--- src/rtl/register_file_8_32_pkg.sv ---
// Shared sizes and types for the 8 x 32 register file and its users.
package regfile_pkg;

    localparam int DATA_W = 32;
    localparam int ADDR_W = 3;
    localparam int DEPTH  = 2 ** ADDR_W;

    typedef logic [DATA_W-1:0] word_t;
    typedef logic [ADDR_W-1:0] addr_t;

endpackage

--- src/rtl/register_file_8_32_reg_word.sv ---
// One storage word: synchronous clear has priority over the load enable.
module reg_word
    import regfile_pkg::*;
(
    input  logic              clk,
    input  logic              clr,
    input  logic              load,
    input  logic [DATA_W-1:0] d,
    output logic [DATA_W-1:0] q
);

    word_t q_reg;

    always_ff @(posedge clk) begin
        if (clr) begin
            q_reg <= '0;
        end else if (load) begin
            q_reg <= d;
        end
    end

    assign q = q_reg;

endmodule

--- src/rtl/register_file_8_32.sv ---
// 8-entry x 32-bit register file: one shared address, CE-qualified write,
// combinational read with no write-through bypass.
module register_file_8_32
    import regfile_pkg::*;
(
    input  logic              clk,
    input  logic              clr,
    input  logic [ADDR_W-1:0] Address,
    input  logic              CE,
    input  logic [DATA_W-1:0] Di,
    output logic [DATA_W-1:0] Do
);

    logic [DEPTH-1:0] load_vec;
    word_t            entry_q [DEPTH];

    generate
        for (genvar gi = 0; gi < DEPTH; gi++) begin : g_entry
            // One-hot write decode; clear inside reg_word overrides this load.
            assign load_vec[gi] = CE && (Address == ADDR_W'(gi));

            reg_word u_word (
                .clk  (clk),
                .clr  (clr),
                .load (load_vec[gi]),
                .d    (Di),
                .q    (entry_q[gi])
            );
        end
    endgenerate

    assign Do = entry_q[Address];

endmodule

--- config.mk ---
export PLATFORM = sky130hd
export DESIGN_NAME = register_file_8_32
export DESIGN_NICKNAME = d
export VERILOG_FILES = /design/src/rtl/register_file_8_32_pkg.sv /design/src/rtl/register_file_8_32_reg_word.sv /design/src/rtl/register_file_8_32.sv
export SDC_FILE = /design/constraint.sdc
export NUM_CORES = 1
export LEC_CHECK = 0
export BUFFER_PORTS_ARGS = -buffer_cell sky130_fd_sc_hd__buf_2
export CORE_MARGIN = 8
export CORE_UTILIZATION = 40
export DETAILED_ROUTE_END_ITERATION = 8
export PLACE_DENSITY = 0.6
export REMOVE_ABC_BUFFERS = 1
export SKIP_CTS_REPAIR_TIMING = 1
export SYNTH_ARGS = -nofsm -noshare
export SYNTH_HDL_FRONTEND = slang
export SYNTH_SLANG_ARGS = --single-unit
export TNS_END_PERCENT = 30
--- constraint.sdc ---
create_clock -name clk -period 2 [get_ports clk]
set_input_delay 0.2 -clock clk [delete_from_list [all_inputs] [get_ports clk]]
set_output_delay 0.2 -clock clk [all_outputs]
set_load 0.02 [all_outputs]
==> results by group <==
Drt
  • Wire per inst: roughly 19 µm
  • Routed vias/inst: roughly 5.3
  • Top routing layer in use: met4
  • Met2 wire len: 15800 µm
  • Pre-antenna DRT Iters: 7
  • Via count of the routed design: about 9100
  • Met3 WL: 1880 µm
  • Drt initial violations: ~640
  • DRC errors left: 0
  • Detail Route Antenna Nets: 0
  • Met1 Routed Length: 14100 µm
  • Final wirelength: ~32000 µm

Pwr
  • Peak VDD IR: 0.694 mV
  • Sequential power share: roughly 46%
  • P_leak: approximately 4.6 nW
  • Power per Cell Area: just under 900 mW/mm²
  • Combinational Power Share: ~8.2%
  • Net Switching: between 2 and 3 mW
  • Int Power: slightly below 9 mW
  • Switching Share: between 20% and 30%
  • Clk pwr share: 45.7%

Cells and area
  • P&R area growth vs syn: 17.9%
  • Most common cell after layout, fill and taps aside: nand2_1
  • Fillers: 2629
  • Final net count: 1357
  • Layout cells sized above 1: 20.6%
  • Max FFs per register: between 200 and 300
  • Commonest cells after routing, fill and taps aside: 512 x nand2_1, 256 x a21oi_1, 253 x dfxtp_1, 64 x mux4_2, 57 x buf_2

Timing
  • FMAX: slightly above 500 MHz
  • Final Critical Period: between 1500 and 2000 ps
  • Final hold vios: 2
  • Unrepaired setup endpoints after global routing: yes
  • Fin crit share: between 90% and 100%
  • Worst-margin pin slew: between 400 and 500 ps
  • Slew headroom: approximately two thirds
  • Setup violators final: 0
  • Fin Clk Skew: 0 ps
  • Final-report max-slew violation count: 0
  • Hold Slack: -0.263 ps
  • Final setup margin: between 20 and 30 ps

Worst setup path
  • Critical Path Max Stage Delay: 440 ps
  • Critical path depth: 3
  • Crit start category: register
  • Worst endpoint data arrival time: ~1800 ps
  • Type of the worst setup path: reg2out
  • Worst R2R Path Depth: 3
  • Required @ worst endpoint: roughly 1800 ps
  • Slowest CP cell: mux4_2
  • Cell family with most CP delay: multiplexers
  • Critical path origin: g_entry[2].u_word.q[26]
  • Crit path buffers/inverters: 1
  • Endpoint type of the worst setup path: output port
  • Crit-path max FO: 2
  • Worst r2r src: g_entry[6].u_word.q[20]
  • Cell Chain, Critical Path: mux4_2, mux2_4, buf_4

Min path
  • Hold wc startpoint: Di[25]
  • Hold WC Path Type: in2reg
  • Hold Path Stages: 3

Floorplan
  • Die Area: between 0.03 and 0.04 mm²
  • Initial Utilization: roughly 40%
  • Chip Height: 183 µm
  • Overall die width: about 180 µm
  • Rows: roughly 60
  • Area of the core: ~0.028 mm²
  • Top Ports: 70

Clocking
  • Root Driver: clkbuf_16
  • H-Tree Depth: 1
  • Worst skew pair latency: 530 ps
  • Reg clk slew, reported paths: 60 ps
  • Clock sinks: between 200 and 300
  • CTS tree: done
  • CTS Buf Count: 27
  • Clock Path Buffers: 3

Placed design
  • Post-place setup slack: roughly 200 ps
  • Hpwl dp: 19300 µm
  • RD Place Congestion: 0.730
  • # port buffers: 69

Yosys
  • Top post-synthesis cells by area: dfxtp_1 46%, nand2_1 17%, mux4_2 13%, a21oi_1 11%, mux2_4 2.7%
  • Seq/Total Area, Yosys: between 40% and 50%
  • Mean Syn Cell Area: just under 9 µm²
  • Post-Syn Area: approximately 0.011 mm²
  • Synthesis Warnings: 0
  • Most area-hungry cell type in the Yosys netlist: dfxtp_1
  • Synthesis-stage register bit count: approximately 260
  • Share of the synthesized area in the top cell type: a little under half
  • Netlist cell types: 20
  • Synth Instances: roughly 1300

Status
  • Status: finished with violations
  • Failing checks: hold timing

Global routing
  • Vias in the first global route: ~8700
  • Global-route wire length before repair: a little over 50000 µm
  • Global-route usage over all layers: about a fifth
  • Pin count of the biggest net entering global routing: approximately 70
  • Overflow after GRT: 0
  • Initial antenna violation count: 2

Run
  • Max Cap Viol: 0
-- cell type report --
class                           instances  area (µm²)  area share (%)
Sequential cell                       256        5130            38.9
Antenna cell                            2        5.00          0.0379
Timing Repair Buffer                  154        1360            10.3
Clock inverter                         10         154            1.17
Tap cell                              378         473            3.58
Clock buffer                           35         766            5.80
Multi-Input combinational cell        880        5310            40.2
-- power by group through the flow --
| stage | Sequential [mW] | Clock, mW | Combinational [mW] |
|---|---|---|---|
| floorplan | 5.35 | 0 | 0.344 |
| global placement | 5.37 | 0 | 0.871 |
| detailed placement | 5.37 | 0 | 0.883 |
| CTS | 5.26 | 5.30 | 0.885 |
| global route | 5.27 | 5.54 | 1.01 |
| finish | 5.26 | 5.21 | 0.938 |
-- metal layers --
metal / up-vias / global-route usage [%]
met4: 0 / 5.07
met1: 4403 / 24.5
met3: 44 / 2.89
li1: 4346 / -
met5: - / 0
met2: 266 / 32.5
-- tightest hold or removal path, cell delays in order --
cell and delay, ps:
buf_2 160, nand2_1 70, a21oi_1 50
-- Yosys cell counts --
master	n
a21oi_1	256
and4_1	1
and4b_1	3
and4bb_2	1
buf_12	2
buf_2	54
buf_4	38
buf_6	4
clkbuf_1	45
dfxtp_1	256
mux2_2	12
mux2_4	20
mux4_2	64
nand2_1	512
nand4_1	1
nand4b_1	3
nand4bb_1	3
nor4b_4	1
nor4bb_1	2
or4b_1	1
-- final timing paths --
check                                 end  slack (ps)
setup / recovery                   Do[26]          30
hold reg to reg   g_entry[2].u_word.q[10]         450
setup reg to reg  g_entry[6].u_word.q[20]        1350
hold / removal    g_entry[1].u_word.q[25]        -0.3
-- logic make-up after synthesis --
logic type,after synthesis,synth area share [%]
and+or+nand+nor,528,18.7
DFF,256,45.8
muxes,96,16.8
buffers and inverters,143,7.24
AOI/OAI and AO/OA,256,11.5
-- stage by stage --
step           power (mW)  instance area, µm²  instances  TNS, ps  util, %
2_1_floorplan        5.70               10400       1136   -55640        -
3_3_place_gp         6.24               11900       1636        0     43.0
3_5_place_dp         6.25               11900       1636        0     43.0
4_1_cts              11.4               12800       1681    -1.26     46.4
5_1_grt              11.8               13200       1715    -69.8     47.7
6_report             11.4               13200       1715        0     47.7
Power figures use the tool's default switching activity.
